`config.mk`:
```
export PLATFORM = sky130hd
export DESIGN_NAME = hsid_band_streamer_flat
export DESIGN_NICKNAME = d
export VERILOG_FILES = /design/src/rtl/hsid_band_streamer_if.sv /design/src/rtl/hsid_band_streamer.sv /design/src/flat_wrapper.sv
export SDC_FILE = /design/constraint.sdc
export NUM_CORES = 1
export LEC_CHECK = 0
export ABC_CLOCK_PERIOD_IN_PS = 5650
export CAP_MARGIN = 25
export CORE_MARGIN = 1.5
export CORE_UTILIZATION = 29
export CTS_CLUSTER_SIZE = 30
export DETAILED_ROUTE_END_ITERATION = 12
export DONT_BUFFER_PORTS = 1
export HOLD_SLACK_MARGIN = 0.1
export SYNTH_ARGS = -nofsm -noshare
export SYNTH_HDL_FRONTEND = slang
export SYNTH_SLANG_ARGS = --single-unit
```
`constraint.sdc`:
```
create_clock -name clk -period 5.65 [get_ports clk]
set_input_delay 1.13 -clock clk [delete_from_list [all_inputs] [get_ports clk]]
set_output_delay 1.13 -clock clk [all_outputs]
set_load 0.005 [all_outputs]
```
`src/rtl/hsid_band_streamer_if.sv`:
```
// Bundles the SRAM read ports and the band-pack output of the HSID band streamer.
// Master side drives read strobes/addresses and band packs; slave side returns read data.
// Read data is expected one cycle after the strobe; the band-pack side carries no ready.
interface hsid_band_streamer_if #(
    parameter int WORD_WIDTH        = 32,
    parameter int HSP_BANDS_WIDTH   = 8,
    parameter int HSP_LIBRARY_WIDTH = 6
);
    logic                                        pixel_rd_en;
    logic [HSP_BANDS_WIDTH-2:0]                  pixel_rd_addr;
    logic [WORD_WIDTH-1:0]                       pixel_rd_data;
    logic                                        lib_rd_en;
    logic [HSP_LIBRARY_WIDTH+HSP_BANDS_WIDTH-2:0] lib_rd_addr;
    logic [WORD_WIDTH-1:0]                       lib_rd_data;
    logic [WORD_WIDTH-1:0]                       band_pack_a;
    logic [WORD_WIDTH-1:0]                       band_pack_b;
    logic                                        band_pack_valid;
    logic                                        band_pack_start;
    logic                                        band_pack_last;
    logic [HSP_LIBRARY_WIDTH-1:0]                vctr_ref;

    modport master (
        output pixel_rd_en, pixel_rd_addr, lib_rd_en, lib_rd_addr,
        input  pixel_rd_data, lib_rd_data,
        output band_pack_a, band_pack_b, band_pack_valid, band_pack_start,
        output band_pack_last, vctr_ref
    );

    modport slave (
        input  pixel_rd_en, pixel_rd_addr, lib_rd_en, lib_rd_addr,
        output pixel_rd_data, lib_rd_data,
        input  band_pack_a, band_pack_b, band_pack_valid, band_pack_start,
        input  band_pack_last, vctr_ref
    );
endinterface

```
`src/rtl/hsid_band_streamer.sv`:
```
// Streams pixel word + every library vector word as band packs, one pack per cycle.
// Latency: pack valid 2 cycles after its SRAM read; done 1 cycle after the final pack.
// Backpressure: none; a pass emits L*W back-to-back packs, clear aborts and flushes.
module hsid_band_streamer #(
    parameter int WORD_WIDTH        = 32,
    parameter int DATA_WIDTH        = 16,
    parameter int HSP_BANDS_WIDTH   = 8,
    parameter int HSP_LIBRARY_WIDTH = 6
) (
    input  logic                         clk,
    input  logic                         rst_n,
    input  logic                         clear,
    input  logic                         start,
    input  logic [HSP_BANDS_WIDTH-1:0]   hsi_bands,
    input  logic [HSP_LIBRARY_WIDTH-1:0] hsi_library_size,
    hsid_band_streamer_if.master         bus,
    output logic                         busy,
    output logic                         done
);
    localparam int AW = HSP_LIBRARY_WIDTH + HSP_BANDS_WIDTH - 1;
    localparam logic [HSP_BANDS_WIDTH-1:0]   ONE_B = 1;
    localparam logic [HSP_LIBRARY_WIDTH-1:0] ONE_L = 1;

    typedef enum logic [1:0] {S_IDLE, S_STREAM, S_DRAIN, S_FIN} state_t;

    state_t                         state_q, state_d;
    logic [HSP_BANDS_WIDTH-2:0]     w_q, w_d;
    logic [HSP_LIBRARY_WIDTH-1:0]   ref_q, ref_d;
    logic [AW-1:0]                  base_q, base_d;
    logic [HSP_BANDS_WIDTH-1:0]     words_q, words_d;
    logic [HSP_LIBRARY_WIDTH-1:0]   lib_q, lib_d;
    logic                           odd_q, odd_d;
    logic                           drain_q, drain_d;
    // sideband stage 1 (aligned with SRAM output)
    logic                           s1_vld_q, s1_vld_d;
    logic                           s1_start_q, s1_start_d;
    logic                           s1_last_q, s1_last_d;
    logic                           s1_pad_q, s1_pad_d;
    logic [HSP_LIBRARY_WIDTH-1:0]   s1_ref_q, s1_ref_d;
    // stage 2: registered band pack
    logic [WORD_WIDTH-1:0]          pk_a_q, pk_a_d, pk_b_q, pk_b_d;
    logic                           pk_vld_q, pk_vld_d;
    logic                           pk_start_q, pk_start_d;
    logic                           pk_last_q, pk_last_d;
    logic [HSP_LIBRARY_WIDTH-1:0]   pk_ref_q, pk_ref_d;

    logic [HSP_BANDS_WIDTH:0]       bands_p1;
    logic                           last_w;

    assign bands_p1 = {1'b0, hsi_bands} + {{HSP_BANDS_WIDTH{1'b0}}, 1'b1};
    assign last_w   = ({1'b0, w_q} == (words_q - ONE_B));

    // Read strobes/addresses follow the FSM; counters sit at zero outside a pass.
    assign bus.pixel_rd_en     = (state_q == S_STREAM);
    assign bus.lib_rd_en       = (state_q == S_STREAM);
    assign bus.pixel_rd_addr   = w_q;
    assign bus.lib_rd_addr     = base_q + {{HSP_LIBRARY_WIDTH{1'b0}}, w_q};
    assign bus.band_pack_a     = pk_a_q;
    assign bus.band_pack_b     = pk_b_q;
    assign bus.band_pack_valid = pk_vld_q;
    assign bus.band_pack_start = pk_start_q;
    assign bus.band_pack_last  = pk_last_q;
    assign bus.vctr_ref        = pk_ref_q;
    assign busy                = (state_q == S_STREAM) || (state_q == S_DRAIN);
    assign done                = (state_q == S_FIN);

    // Next-state, address walk, sideband pipeline and pack formatting.
    always_comb begin
        state_d    = state_q;
        w_d        = w_q;
        ref_d      = ref_q;
        base_d     = base_q;
        words_d    = words_q;
        lib_d      = lib_q;
        odd_d      = odd_q;
        drain_d    = drain_q;
        s1_vld_d   = 1'b0;
        s1_start_d = 1'b0;
        s1_last_d  = 1'b0;
        s1_pad_d   = 1'b0;
        s1_ref_d   = '0;

        case (state_q)
            S_IDLE: begin
                if (start) begin
                    if (hsi_bands != '0 && hsi_library_size != '0) begin
                        state_d = S_STREAM;
                        words_d = bands_p1[HSP_BANDS_WIDTH:1];
                        lib_d   = hsi_library_size;
                        odd_d   = hsi_bands[0];
                        w_d     = '0;
                        ref_d   = '0;
                        base_d  = '0;
                    end else begin
                        // empty pass: acknowledge with done only
                        state_d = S_FIN;
                    end
                end
            end
            S_STREAM: begin
                s1_vld_d   = 1'b1;
                s1_start_d = (w_q == '0);
                s1_last_d  = last_w;
                s1_pad_d   = odd_q & last_w;
                s1_ref_d   = ref_q;
                if (last_w) begin
                    w_d = '0;
                    if (ref_q == (lib_q - ONE_L)) begin
                        state_d = S_DRAIN;
                        drain_d = 1'b0;
                        ref_d   = '0;
                        base_d  = '0;
                    end else begin
                        ref_d  = ref_q + ONE_L;
                        base_d = base_q + {{(HSP_LIBRARY_WIDTH-1){1'b0}}, words_q};
                    end
                end else begin
                    w_d = w_q + 1'b1;
                end
            end
            S_DRAIN: begin
                drain_d = ~drain_q;
                if (drain_q) state_d = S_FIN;
            end
            S_FIN: state_d = S_IDLE;
            default: state_d = S_IDLE;
        endcase

        pk_vld_d   = s1_vld_q;
        pk_start_d = s1_vld_q & s1_start_q;
        pk_last_d  = s1_vld_q & s1_last_q;
        pk_ref_d   = s1_vld_q ? s1_ref_q : '0;
        pk_a_d     = '0;
        pk_b_d     = '0;
        if (s1_vld_q) begin
            pk_a_d = bus.pixel_rd_data;
            pk_b_d = bus.lib_rd_data;
            // odd band count: the missing band in the last word reads as zero
            if (s1_pad_q) begin
                pk_a_d[WORD_WIDTH-1:DATA_WIDTH] = '0;
                pk_b_d[WORD_WIDTH-1:DATA_WIDTH] = '0;
            end
        end

        if (clear) begin
            state_d    = S_IDLE;
            w_d        = '0;
            ref_d      = '0;
            base_d     = '0;
            drain_d    = 1'b0;
            s1_vld_d   = 1'b0;
            s1_start_d = 1'b0;
            s1_last_d  = 1'b0;
            s1_pad_d   = 1'b0;
            s1_ref_d   = '0;
            pk_vld_d   = 1'b0;
            pk_start_d = 1'b0;
            pk_last_d  = 1'b0;
            pk_ref_d   = '0;
            pk_a_d     = '0;
            pk_b_d     = '0;
        end
    end

    // State and pipeline registers with synchronous active-low reset.
    always_ff @(posedge clk) begin
        if (!rst_n) begin
            state_q    <= S_IDLE;
            w_q        <= '0;
            ref_q      <= '0;
            base_q     <= '0;
            words_q    <= '0;
            lib_q      <= '0;
            odd_q      <= 1'b0;
            drain_q    <= 1'b0;
            s1_vld_q   <= 1'b0;
            s1_start_q <= 1'b0;
            s1_last_q  <= 1'b0;
            s1_pad_q   <= 1'b0;
            s1_ref_q   <= '0;
            pk_a_q     <= '0;
            pk_b_q     <= '0;
            pk_vld_q   <= 1'b0;
            pk_start_q <= 1'b0;
            pk_last_q  <= 1'b0;
            pk_ref_q   <= '0;
        end else begin
            state_q    <= state_d;
            w_q        <= w_d;
            ref_q      <= ref_d;
            base_q     <= base_d;
            words_q    <= words_d;
            lib_q      <= lib_d;
            odd_q      <= odd_d;
            drain_q    <= drain_d;
            s1_vld_q   <= s1_vld_d;
            s1_start_q <= s1_start_d;
            s1_last_q  <= s1_last_d;
            s1_pad_q   <= s1_pad_d;
            s1_ref_q   <= s1_ref_d;
            pk_a_q     <= pk_a_d;
            pk_b_q     <= pk_b_d;
            pk_vld_q   <= pk_vld_d;
            pk_start_q <= pk_start_d;
            pk_last_q  <= pk_last_d;
            pk_ref_q   <= pk_ref_d;
        end
    end
endmodule

```
`src/flat_wrapper.sv`:
```
// flat-port wrapper written by rule: the top's interface ports become plain ports
module hsid_band_streamer_flat 
#(
    parameter int WORD_WIDTH        = 32,
    parameter int DATA_WIDTH        = 16,
    parameter int HSP_BANDS_WIDTH   = 8,
    parameter int HSP_LIBRARY_WIDTH = 6
)
  (clk, rst_n, clear, start, hsi_bands, hsi_library_size, busy, done, bus_pixel_rd_en, bus_pixel_rd_addr, bus_lib_rd_en, bus_lib_rd_addr, bus_pixel_rd_data, bus_lib_rd_data, bus_band_pack_a, bus_band_pack_b, bus_band_pack_valid, bus_band_pack_start, bus_band_pack_last, bus_vctr_ref);
  hsid_band_streamer_if #(.WORD_WIDTH(WORD_WIDTH), .HSP_BANDS_WIDTH(HSP_BANDS_WIDTH), .HSP_LIBRARY_WIDTH(HSP_LIBRARY_WIDTH)) bus_i ();
  input  logic clk;
  input  logic rst_n;
  input  logic clear;
  input  logic start;
  input  logic [HSP_BANDS_WIDTH-1:0] hsi_bands;
  input  logic [HSP_LIBRARY_WIDTH-1:0] hsi_library_size;
  output logic busy;
  output logic done;
  output wire logic [$bits(bus_i.pixel_rd_en)-1:0] bus_pixel_rd_en;
  output wire logic [$bits(bus_i.pixel_rd_addr)-1:0] bus_pixel_rd_addr;
  output wire logic [$bits(bus_i.lib_rd_en)-1:0] bus_lib_rd_en;
  output wire logic [$bits(bus_i.lib_rd_addr)-1:0] bus_lib_rd_addr;
  input wire logic [$bits(bus_i.pixel_rd_data)-1:0] bus_pixel_rd_data;
  input wire logic [$bits(bus_i.lib_rd_data)-1:0] bus_lib_rd_data;
  output wire logic [$bits(bus_i.band_pack_a)-1:0] bus_band_pack_a;
  output wire logic [$bits(bus_i.band_pack_b)-1:0] bus_band_pack_b;
  output wire logic [$bits(bus_i.band_pack_valid)-1:0] bus_band_pack_valid;
  output wire logic [$bits(bus_i.band_pack_start)-1:0] bus_band_pack_start;
  output wire logic [$bits(bus_i.band_pack_last)-1:0] bus_band_pack_last;
  output wire logic [$bits(bus_i.vctr_ref)-1:0] bus_vctr_ref;
  assign bus_pixel_rd_en = bus_i.pixel_rd_en;
  assign bus_pixel_rd_addr = bus_i.pixel_rd_addr;
  assign bus_lib_rd_en = bus_i.lib_rd_en;
  assign bus_lib_rd_addr = bus_i.lib_rd_addr;
  assign bus_i.pixel_rd_data = bus_pixel_rd_data;
  assign bus_i.lib_rd_data = bus_lib_rd_data;
  assign bus_band_pack_a = bus_i.band_pack_a;
  assign bus_band_pack_b = bus_i.band_pack_b;
  assign bus_band_pack_valid = bus_i.band_pack_valid;
  assign bus_band_pack_start = bus_i.band_pack_start;
  assign bus_band_pack_last = bus_i.band_pack_last;
  assign bus_vctr_ref = bus_i.vctr_ref;
  hsid_band_streamer #(.WORD_WIDTH(WORD_WIDTH), .DATA_WIDTH(DATA_WIDTH), .HSP_BANDS_WIDTH(HSP_BANDS_WIDTH), .HSP_LIBRARY_WIDTH(HSP_LIBRARY_WIDTH)) u_core (.clk(clk), .rst_n(rst_n), .clear(clear), .start(start), .hsi_bands(hsi_bands), .hsi_library_size(hsi_library_size), .bus(bus_i), .busy(busy), .done(done));
endmodule
```
==> run metrics <==
Yosys cell types=56; Congestion Overflow GR=0; global-route wire length before repair=21.0 mm; CTS H-tree lvls=4; Post-Syn Nets=684; number of setup buffers added after CTS=0; EDFF count, synth=0; hold_buf cts=0; # clock sinks=127; dpl cells=782; total core area=18600 um2; Worst VDD drop=0.191 mV; sequential area share after synthesis=46.3%; CTS-repair resized insts=0; Chip Height=141 um; Non-Filler Instances=816; CTS tree=yes; PortBufs=0; Register Area=2540 um2; site row count=50; CP bufs+invs=0; power share of the clock group=52.3%; vias=4039; DR WL/cell=16.8 um; min cycle time layout=3.94 ns; maxcap violations=0; synthesized area=5490 um2; Sequential Power Share=41.4%; Hold Vio Cnt, Final=0; Synth area leader=dfxtp_1; CP delay by family, top=compound AO/OA/AOI/OAI gates; vias per cell=4.95; Synth Instances=573; initial antenna violation count=0; setup TNS=0 ns; Skew-Pair Late Insertion Delay=0.42 ns; clk_skew=0.00957 ns; Max Clk Rate=0.254 GHz; crit end category=primary output; Pwr Total=2.24 mW; Switching Share=24.4%; placer's final routability congestion estimate=0.763; critical path class=reg -> out; Antenna Violating Nets Remaining=0; Die Wd=141 um; crit-path max FO=7; Ports=179; asr flop ratio synth=0%; GRT Total Usage=13.8%; Synth top area share=46.3%; Worst Path Required=4.52 ns; total CTS buffers=17; Int Power=1.69 mW; layout cells sized above 1=7.90%; final cycle utilization of the critical path=69.7%; Final nets=680; Comb power frac=6.4%; starting density of the core=29.4%; status=finished clean; final setup fails=0; ANT cells=0; worst path arrival time=2.81 ns; Net Switching=0.546 mW; vias in the first global route=3813; CP startpoint kind=register; CP Cell Sequence=ha_1, fa_1, a21o_1, a21oi_1, o21bai_1, a21o_1, a21oi_1, nor3b_1, xor2_1; clock root buffer=clkbuf_16; static leakage=2.70 nW; Slew @ Worst Pin=0.965 ns; RSZ-0062 raised after global routing=false; PD cells=351 nW/um2; DP Wirelength=9.98 mm; fillers=1887; Synth Flop Type=dfxtp_1; clock transition at the registers of the reported paths=0.06 ns; Synth Register Bits=127; DRC=0; P&R area growth vs syn=16.2%; Rel. slew slack=35.3%; YS warnings=0; Multi-input gate area=2760 um2; max incr delay on CP=0.40 ns; largest net degree at the start of global routing=60; final WL=13.7 mm; ranking of synthesized cells by area=dfxtp_1, ha_1, and3_1; Max stage delay cell, worst path=fa_1; die area=19800 um2; Hold WC Path Type=reg -> reg; Starting DRT DRC Count=153; TritonRoute pass-1 iters=4; Clock Path Buffers=2; Final Max Slew Viols=0; Mean Syn Cell Area=9.58 um2
## final timing paths
kind	slack (ns)	depth (start not counted)	start	to
max	1.71	9	u_core.bus.pixel_rd_addr[0]	bus_lib_rd_addr[10]
min	0.46	1	u_core.s1_ref_q[1]	u_core.bus.vctr_ref[1]
max reg2reg	2.57	7	u_core.words_q[3]	u_core.ref_q[2]
min reg2reg	0.46	1	u_core.s1_ref_q[1]	u_core.bus.vctr_ref[1]
## cell usage after synthesis, types with 9 or more instances
cell,instances
o21ai_0,20
inv_1,21
nor2_1,21
mux2i_1,9
dfxtp_1,127
nor3_1,16
nand2_1,28
xor2_1,11
clkbuf_1,24
nor2b_1,15
a21oi_1,22
nand3_1,23
xnor2_1,29
ha_1,27
and3_1,48
and2_1,35
## through the flow
step           hold WS, ns  setup slack [ns]  utilization, %  area [um2]
3_5_place_dp         0.448              2.13            30.6        5700
6_report             0.457              1.71            34.2        6380
2_1_floorplan        0.429              2.47               -        5490
3_3_place_gp         0.449              2.13            30.6        5700
5_1_grt              0.470              1.50            34.2        6380
4_1_cts              0.457              1.68            34.0        6330
## per-layer routing
layer  GRT usage [%]  share of wire [%]  vias up
met5               0                  0        -
met4            4.17                1.2        0
met1            15.3                 41     1856
li1                -                  -     1997
met3            5.81                9.6       14
met2            24.2                 48      172
## state kept, by name, indices dropped and copies added (netlist names), 2 cells and up
signal                    cells
u_core.words_q                8
u_core.bus.band_pack_a       32
u_core.ref_q                  6
u_core.base_q                13
u_core.bus.vctr_ref           6
u_core.lib_q                  6
u_core.bus.band_pack_b       32
u_core.bus.pixel_rd_addr      7
u_core.s1_ref_q               6
u_core.state_q                2
## cells by family after synthesis
kind of cell             count (synthesis)  synth area share [%]
AND/OR/NAND/NOR                        216                  22.0
buffers and inverters                   50                  3.69
XOR/XNOR                                41                  6.79
multiplexers                             9                  1.64
adder cells (fa/ha/maj)                 29                  6.88
flip-flops                             127                  46.3
AO/OA/AOI/OAI                          101                  12.7
## worst reg2reg max path: cells and delay by family (launching register included)
family / cells / cell delay [ns]
AOI/OAI and AO/OA: 5 / 1.64
and+or+nand+nor: 2 / 0.93
DFF: 1 / 0.40
## cells in the final DEF, fill, tap and decap left out, types with 4 or more instances in the layout
cell       instances
buf_4              4
o21ai_0           20
a21boi_0           4
a31oi_1            7
nor3b_1            5
nor2_1            21
mux2i_1            9
inv_6              6
a21o_1             8
dfxtp_1          127
and2_1            35
a21oi_1           22
o21a_1             6
inv_1             21
and3_1            48
ha_1              27
nand2b_1           5
nand4_1            5
o21bai_1           4
clkbuf_16         17
xnor2_1           29
nand2_1           28
nor3_1            16
o211a_1            6
xor2_1            11
nor2b_1           13
nand3_1           23
## power groups by stage
| stage | sequential [mW] | clock, mW | combinational (mW) |
|---|---|---|---|
| final | 0.925 | 1.17 | 0.143 |
| after detailed placement | 0.946 | 0 | 0.140 |
| after CTS | 0.926 | 1.20 | 0.141 |
| after floorplan | 0.938 | 0 | 0.117 |
| after global routing | 0.926 | 1.25 | 0.161 |
| after global placement | 0.946 | 0 | 0.139 |
## area by class of cell
class	instances	share of cell area, %
clock buffers	18	6.89
clock inverters	14	3.08
inverters	21	1.24
multi-input cells	396	43.2
flip-flops and latches	127	39.9
well taps	234	4.59
repair buffers	6	1.14
Note: power is estimated with default switching activity, not from simulation.
